==> config.mk <==
export PLATFORM = sky130hd
export DESIGN_NAME = mul_fu_scheduler
export DESIGN_NICKNAME = d
export VERILOG_FILES = /design/src/rtl/mul_fu_scheduler.sv
export SDC_FILE = /design/constraint.sdc
export NUM_CORES = 2
export LEC_CHECK = 0
export BUFFER_PORTS_ARGS = -buffer_cell sky130_fd_sc_hd__buf_2
export CAP_MARGIN = 20
export CORE_MARGIN = 8
export CORE_UTILIZATION = 40
export CTS_CLUSTER_SIZE = 20
export DETAILED_ROUTE_END_ITERATION = 10
export PLACE_DENSITY = 0.66
export SETUP_SLACK_MARGIN = 0.15
export SYNTH_ARGS = -nofsm -noshare
export SYNTH_HDL_FRONTEND = slang
export SYNTH_SLANG_ARGS = --single-unit
==> constraint.sdc <==
create_clock -name clk -period 12.1 [get_ports clk]
set_input_delay 2.42 -clock clk [delete_from_list [all_inputs] [get_ports clk]]
set_output_delay 2.42 -clock clk [all_outputs]
set_load 0.02 [all_outputs]
==> src/rtl/mul_fu_scheduler.sv <==
// Multiply functional-unit scheduler: round-robin pick among ready reservation
// stations, fixed-latency execute on a shared Wallace multiplier, CDB hand-off.

module wallace_mul32 (
    input  logic [31:0] i_a,
    input  logic [31:0] i_b,
    output logic [63:0] o_p
);

    // Carry-save reduction 32 -> 22 -> 15 -> 10 -> 7 -> 5 -> 4 -> 3 -> 2 rows,
    // then one carry-propagate add; dropped carries above bit 63 are mod 2^64.
    function automatic logic [63:0] wallace_sum(input logic [31:0] a, input logic [31:0] b);
        logic [63:0] row [32];
        logic [63:0] nxt [32];
        int unsigned n;
        int unsigned m;
        int unsigned base;
        for (int unsigned i = 0; i < 32; i++) begin
            row[5'(i)] = b[5'(i)] ? ({32'b0, a} << i) : '0;
        end
        n = 32;
        for (int unsigned lvl = 0; lvl < 8; lvl++) begin
            m = 0;
            for (int unsigned i = 0; i < 32; i++) begin
                nxt[5'(i)] = '0;
            end
            base = (n / 3) * 3;
            for (int unsigned k = 0; k < 11; k++) begin
                if (3 * k + 2 < n) begin
                    nxt[5'(m)]     = row[5'(3*k)] ^ row[5'(3*k+1)] ^ row[5'(3*k+2)];
                    nxt[5'(m + 1)] = ((row[5'(3*k)]   & row[5'(3*k+1)]) |
                                      (row[5'(3*k)]   & row[5'(3*k+2)]) |
                                      (row[5'(3*k+1)] & row[5'(3*k+2)])) << 1;
                    m = m + 2;
                end
            end
            for (int unsigned j = 0; j < 32; j++) begin
                if (j >= base && j < n) begin
                    nxt[5'(m)] = row[5'(j)];
                    m = m + 1;
                end
            end
            row = nxt;
            n   = m;
        end
        return row[0] + row[1];
    endfunction

    assign o_p = wallace_sum(i_a, i_b);

endmodule

module mul_fu_scheduler #(
    parameter int unsigned NUM_RS  = 3,
    parameter int unsigned TAG_W   = 4,
    parameter int unsigned MUL_LAT = 2
) (
    input  logic                      clk,
    input  logic                      reset,
    input  logic                      flush,
    input  logic [NUM_RS-1:0]         rs_valid,
    input  logic [32*NUM_RS-1:0]      rs_a,
    input  logic [32*NUM_RS-1:0]      rs_b,
    input  logic [TAG_W*NUM_RS-1:0]   rs_tag,
    output logic [NUM_RS-1:0]         rs_ack,
    output logic                      cdb_req,
    input  logic                      cdb_gnt,
    output logic [TAG_W-1:0]          cdb_tag,
    output logic [63:0]               cdb_data,
    output logic                      busy
);

    localparam int unsigned PTR_W = $clog2(NUM_RS);
    localparam int unsigned CNT_W = (MUL_LAT > 1) ? $clog2(MUL_LAT) : 1;

    typedef enum logic [1:0] {
        S_IDLE     = 2'd0,
        S_EXEC     = 2'd1,
        S_WAIT_CDB = 2'd2
    } state_t;

    state_t             r_state;
    state_t             w_state_nxt;
    logic               r_busy;
    logic [PTR_W-1:0]   r_ptr;
    logic [CNT_W-1:0]   r_cnt;
    logic [31:0]        r_op_a;
    logic [31:0]        r_op_b;
    logic [TAG_W-1:0]   r_op_tag;
    logic [63:0]        r_res;
    logic [TAG_W-1:0]   r_res_tag;

    logic [31:0]        w_a   [NUM_RS];
    logic [31:0]        w_b   [NUM_RS];
    logic [TAG_W-1:0]   w_tag [NUM_RS];
    logic               w_found;
    logic [PTR_W-1:0]   w_sel;
    logic [PTR_W-1:0]   w_ptr_nxt;
    logic               w_accept;
    logic [63:0]        w_prod;

    genvar g;
    for (g = 0; g < NUM_RS; g++) begin : g_unpack
        assign w_a[g]   = rs_a[32*g +: 32];
        assign w_b[g]   = rs_b[32*g +: 32];
        assign w_tag[g] = rs_tag[TAG_W*g +: TAG_W];
    end

    // First valid station scanning ptr, ptr+1, ... wrapping.
    always_comb begin
        logic [PTR_W-1:0] idx;
        idx     = '0;
        w_found = 1'b0;
        w_sel   = '0;
        for (int unsigned k = 0; k < NUM_RS; k++) begin
            idx = PTR_W'((32'(r_ptr) + k) % NUM_RS);
            if (!w_found && rs_valid[idx]) begin
                w_found = 1'b1;
                w_sel   = idx;
            end
        end
    end

    assign w_ptr_nxt = (w_sel == PTR_W'(NUM_RS - 1)) ? '0 : w_sel + PTR_W'(1);
    assign w_accept  = (r_state == S_IDLE) && w_found && !flush && !reset;

    always_comb begin
        rs_ack = '0;
        if (w_accept) begin
            rs_ack[w_sel] = 1'b1;
        end
    end

    always_comb begin
        w_state_nxt = r_state;
        case (r_state)
            S_IDLE:     if (w_found) w_state_nxt = S_EXEC;
            S_EXEC:     if (r_cnt == '0) w_state_nxt = S_WAIT_CDB;
            S_WAIT_CDB: if (cdb_gnt) w_state_nxt = S_IDLE;
            default:    w_state_nxt = S_IDLE;
        endcase
        if (flush) begin
            w_state_nxt = S_IDLE;
        end
    end

    always_ff @(posedge clk) begin
        if (reset) begin
            r_state <= S_IDLE;
            r_busy  <= 1'b0;
        end else begin
            r_state <= w_state_nxt;
            r_busy  <= (w_state_nxt != S_IDLE);
        end
    end

    wallace_mul32 u_mul (
        .i_a (r_op_a),
        .i_b (r_op_b),
        .o_p (w_prod)
    );

    always_ff @(posedge clk) begin
        if (reset) begin
            r_ptr     <= '0;
            r_cnt     <= '0;
            r_op_a    <= '0;
            r_op_b    <= '0;
            r_op_tag  <= '0;
            r_res     <= '0;
            r_res_tag <= '0;
        end else if (flush) begin
            r_cnt <= '0;
        end else if (w_accept) begin
            r_op_a   <= w_a[w_sel];
            r_op_b   <= w_b[w_sel];
            r_op_tag <= w_tag[w_sel];
            r_cnt    <= CNT_W'(MUL_LAT - 1);
            r_ptr    <= w_ptr_nxt;
        end else if (r_state == S_EXEC) begin
            if (r_cnt != '0) begin
                r_cnt <= r_cnt - CNT_W'(1);
            end else begin
                r_res     <= w_prod;
                r_res_tag <= r_op_tag;
            end
        end
    end

    assign cdb_req  = (r_state == S_WAIT_CDB);
    assign cdb_data = r_res;
    assign cdb_tag  = r_res_tag;
    assign busy     = r_busy;

endmodule

Word level (Yosys, flattened, before mapping). Cells that the tools add are included.

Bits of input ports: 211. Flip-flop bits (word level): 142. Logic and storage cells: 321. Output and inout bits: 73.

Reduce and logical (&&, ||, !) cells: 16. Add/subtract/negate cells: 5. Divide/modulo/power cells: 3. Equal/unequal tests: 3. $lt $le $gt $ge: 6. Mux-type cells: 65. Bitwise operators: 214.

Operators by type and width (number): $and A63 B63 Y63 (84); $or A63 B63 Y63 (59); $xor A64 B64 Y64 (46); $mux W32 (5); $bmux W32 S2 (2); $and A63 B62 Y63 (2); $add A64 B64 Y64 (1); $mod A32 B2 Y32 const B (2); $xor A61 B64 Y64 (1); $xor A64 B34 Y64 (1); $xor A64 B37 Y64 (1); $xor A64 B40 Y64 (1); $xor A64 B43 Y64 (1); $xor A64 B46 Y64 (1); $xor A64 B49 Y64 (1); $xor A64 B52 Y64 (1); $xor A64 B55 Y64 (1); $xor A64 B58 Y64 (1); $xor A64 B62 Y64 (1); $xor A64 B63 Y64 (1); $mux W63 (1); $or A63 B61 Y63 (1); $mux W62 (1); $and A59 B61 Y61 (1); other kinds (61) (95).

Longest topological paths before layout.
Depth in word-level cells: 26. Depth in mapped cells: 27. Mapped depth without buffers: 25.

Hierarchy. Synthesis repeated with hierarchy kept, for this count alone.

Cells, all modules: 4303. Area, all modules: 38757.2 um^2.

By module, submodules not included: wallace_mul32 (area an instance 32642.6 um^2, instances 1, cells an instance 3557, sequential area each 0.0 um^2); mul_fu_scheduler (area an instance 6114.6 um^2, instances 1, cells an instance 746, sequential area each 2842.7 um^2).

Worst setup path before layout. Ideal clock, no wire load.

Kind: register to register. Start point: register r_op_a[22]. End point: register r_res[63] (netlist: cdb_data[63]). Required time: 12038 ps. Setup slack: 4682 ps. Arrival time: 7356 ps. Stages on the path, launching flop included: 24. Path buffers: 2. Setup time: 62 ps. Period minus slack after synthesis: 7418 ps. Path through: dfxtp_1 > clkbuf_1 > nand2_1 > fa_1 > fa_1 > fa_1 > inv_1 > fa_1 > fa_1 > inv_1 > fa_1 > fa_1 > fa_1 > inv_1 > ha_1 > buf_2 > nand4_1 > or3_4 > nor4_4 > a2111oi_1 > or4_1 > or3_1 > a211o_1 > nand3_1.

Longest elaborated chain between the ends: 26. Elaborated cells between the ends (all ways): 243. Classes of those cells: add/sub: 1; mux: 32; bitwise: 210.

Ends and longest elaborated chain: start, declared (line 87) `logic [31:0] r_op_a;`; start signal, assigned (line 175) `r_op_a <= w_a[w_sel];`; $mux W32 (tied with other cells) (line 19) `row[5'(i)] = b[5'(i)] ? ({32'b0, a} << i) : '0;`; $and A63 B63 Y63, on equally long branches (line 31, 32); $or A63 B63 Y63 (line 31) `nxt[5'(m + 1)] = ((row[5'(3*k)] & row[5'(3*k+1)]) |`; $or A63 B63 Y63 (line 32) `(row[5'(3*k)] & row[5'(3*k+2)]) |`; $and A63 B63 Y63 (line 31); $or A63 B63 Y63 (line 31); $or A63 B63 Y63 (line 32); $and A63 B63 Y63 (line 31); [... 10 more ...]; $or A63 B63 Y63 (line 32); $and A63 B63 Y63 (line 31); $or A63 B63 Y63 (line 31); $or A63 B63 Y63 (line 32); $and A63 B63 Y63 (line 31); $or A63 B63 Y63 (line 31); $or A63 B63 Y63 (line 32); $add A64 B64 Y64 (*) (line 46) `return row[0] + row[1];`; end signal, assigned (line 184) `r_res <= w_prod;`; end, declared (line 90) `logic [63:0] r_res;`.

Mark *: on every way between the ends. The rest lies on a longest branch, timed or not. A chain may end at the register's enable or synchronous reset.

Final worst setup path.
Start point: register r_op_b[18]. End point: register r_res[56] (netlist: cdb_data[56]).

Longest elaborated chain between the ends: 24. Elaborated cells between the ends (all ways): 73. Classes of those cells: add/sub: 1; mux: 1; bitwise: 71.

Ends and longest elaborated chain: start, declared (line 88) `logic [31:0] r_op_b;`; start signal, assigned (line 176) `r_op_b <= w_b[w_sel];`; $mux W50 (*) (line 19); $and A63 B63 Y63, on equally long branches (line 31, 32); $or A63 B63 Y63 (line 31); $or A63 B63 Y63 (line 32); $xor A64 B64 Y64 / $and A63 B63 Y63 (equally long branches) (line 30, 31); $xor A64 B64 Y64 / $or A63 B63 Y63 (equally long branches) (line 30, 31); $and A63 B63 Y63 / $or A63 B63 Y63 (equally long branches) (line 32); $or A63 B63 Y63 (tied with other cells) (line 31); [... 8 more ...]; $or A63 B63 Y63 (line 32); $and A63 B63 Y63 (line 31); $or A63 B63 Y63 (line 31); $or A63 B63 Y63 (line 32); $and A63 B63 Y63 (line 31); $or A63 B63 Y63 (line 31); $or A63 B63 Y63 (line 32); $add A64 B64 Y64 (*) (line 46).

Marks and branches as above.

==> metrics.txt <==
Max Root-Sink Buffers=2; core area=94600 sq um; Post-Syn Area per Cell=9.01 sq um; capturing point of the worst reg2reg path=cdb_data[56]; Seq/Total Area, Yosys=0.0747; Slew @ Worst Pin=1.06 ns; hold wc startpoint=cdb_data[22]; CTS tree=done; cell area power density=65.4 nW/um^2; Worst R2R Setup Slack=3.30 ns; final worst-path cycle share=0.727; first-pass GRT wire length=178000 microns; Post-CTS Setup Inserts=0; Pins Over Slew Limit=0; Yosys cell types=66; Syn Nets=5556; CTS Hold Buffers Added=0; Post-synth top cells=908 x fa_1, 791 x inv_1, 633 x and2_1; CP max FO=21; post-route ant nets=0; CTS Root Cell=clkbuf_16; dpl hpwl=86600 microns; FFs w/ async S/R, synth=0; Crit Reg-Reg Startpoint=r_op_b[18]; Post-Route Utilization=0.435; share of the synthesized area in the top cell type=0.478; DRT iter0 DRCs=1839; detailed-route via count=29.7k; initial antenna violation count=4; final wirelength=110000 microns; class of the tightest hold or removal check=register to register; dpl cell area=40600 sq um; Initial Utilization=0.402; Setup crit end=cdb_data[56]; final setup vio count=0; Clock Sinks=142; Nets=5650; H-tree depth=4; overall power=0.00269 W; detailed-route wire length per cell=19.7 microns; LEAKAGE=18.3 nW; synthesized netlist cell count=4221; Port Buffers=283; largest net degree at the start of global routing=83; GRT Residual Overflow=0; EDFF count, synth=0; required time of the critical path=12.47 ns; DR DRC count=0; CP Launch Type=register; crit path time final=8.80 ns; Worst Reg-to-Reg Cells=21; clk_lat worst skew=0.48 ns; worst hold margin=0.448 ns; CP Data Arrival Time=9.17 ns; Die W=324 microns; Ports=284; critical path type=register to register; setup repair after global routing missed its margin=no; synthesized flop and latch total=142; skew final=0.0214 ns; Rel. slew slack=0.290; top post-synthesis cells by area=fa_1 48%, and2_1 10%, inv_1 7.8%; Area growth syn-to-layout=8.19%; fmax=114 MHz; vias per cell=5.30; vias in the first global route=32.5k; post_cts resized=0; die height=324 microns; outcome=completed; number of buffers created by CTS=17; Netlist Area Pre-Place=38000 sq um; maximum VDD drop=0.000111 V; GPL Wtd Cong=0.963; Cell Rows=113; dominant synthesized flop cell=dfxtp_1; Die Footprint=105000 sq um; share of cells above drive strength 1=0.0933; Total Routing Usage GR=0.212; Detailed Routing Iterations Pass 1=6; max-capacitance violation count=0; setup_tns=0 ns; design area=41200 sq um; post-synth top area cell=fa_1; final hold violations=0; top-count cell post-synth=fa_1; Worst setup EP type=register; crit path from=r_op_b[18]; Reg clk slew, reported paths=0.08 ns; Ys Warns=0
## state kept, by name, indices dropped and copies added (netlist names)
signal / cells
cdb_data: 64
r_op_a: 32
r_op_b: 32
cdb_tag: 4
r_op_tag: 4
r_ptr: 2
r_state: 2
busy: 1
r_cnt: 1
## layout by cell type, fill, tap and decap left out, types with 9 or more instances in the layout
| cell type | netlist | layout |
|---|---|---|
| a211oi_1 | 9 | 9 |
| a21o_1 | 28 | 28 |
| a21oi_1 | 98 | 98 |
| a22oi_1 | 69 | 69 |
| a31oi_1 | 77 | 77 |
| and2_1 | 633 | 633 |
| and3_1 | 10 | 10 |
| buf_2 | 3 | 283 |
| buf_4 | 1 | 70 |
| clkbuf_16 | 0 | 17 |
| dfxtp_1 | 142 | 137 |
| fa_1 | 908 | 908 |
| ha_1 | 216 | 216 |
| inv_1 | 791 | 791 |
| nand2_1 | 610 | 610 |
| nand3_1 | 21 | 21 |
| nand4_1 | 14 | 14 |
| nor2_1 | 41 | 40 |
| nor3_1 | 12 | 11 |
| o21ai_0 | 113 | 113 |
| o21bai_1 | 10 | 10 |
| xnor2_1 | 21 | 21 |
| xor2_1 | 21 | 21 |
## critical path, cell delays in order, from the launching register on
cell and delay [ns]:
dfxtp_1 0.87, buf_4 0.34, and2_1 0.18, fa_1 0.45
fa_1 0.55, inv_1 0.05, fa_1 0.47, fa_1 0.49
fa_1 0.49, inv_1 0.05, fa_1 0.47, ha_1 0.30
ha_1 0.29, ha_1 0.42, nand4_1 0.19, a2111oi_0 0.80
o21ai_1 0.38, a311oi_1 0.74, o21ai_0 0.49, a21oi_1 0.26
o21ai_0 0.10, a32o_1 0.27
## logic make-up after synthesis
kind of cell,after synthesis,synth area share
XOR/XNOR,42,0.00967
AO/OA/AOI/OAI,464,0.0768
adder cells (fa/ha/maj),1126,0.549
AND/OR/NAND/NOR,1374,0.183
multiplexers,3,0.000789
flip-flops,142,0.0747
buffers and inverters,1070,0.106
## per-stage QoR
stage | instances | setup slack (ns)
floorplan | 4221 | 4.68
global placement | 5561 | 3.51
detailed placement | 5561 | 3.53
CTS | 5593 | 3.49
global route | 5594 | 3.02
finish | 5596 | 3.30
## metal layers
metal / vias to the layer above / global-route usage / share of wire
li1: 12900 / - / -
met1: 15500 / 0.259 / 0.38
met2: 1072 / 0.378 / 0.51
met3: 251 / 0.0293 / 0.062
met4: 0 / 0.0808 / 0.042
met5: - / 0 / 0
## power by group
part | internal (W) | leakage, nW | switching (W)
Combinational | 0.000567 | 16.9 | 0.00103
Clock | 0.000277 | 0.285 | 0.000275
Sequential | 0.000498 | 1.16 | 0.0000508
Total | 0.00134 | 18.3 | 0.00135
## area by class of cell
cell class | instances | area (sq um)
diodes | 3 | 7.51
repair buffers | 353 | 1940
inverters | 792 | 2970
well taps | 1265 | 1580
multi-input cells | 3009 | 31200
clock inverters | 15 | 174
clock buffers | 17 | 425
fillers | 9228 | 53400
flip-flops and latches | 142 | 2850
## how the worst min path moves through the flow
stage,slack (ns),end,cells past startpoint
after detailed placement,0.44,cdb_data[42],2
after floorplan,0.43,cdb_tag[0],2
final,0.45,cdb_data[22],2
after global routing,0.47,cdb_data[24],2
after global placement,0.43,cdb_data[50],2
after CTS,0.45,cdb_data[22],2
Power figures use the tool's default switching activity.
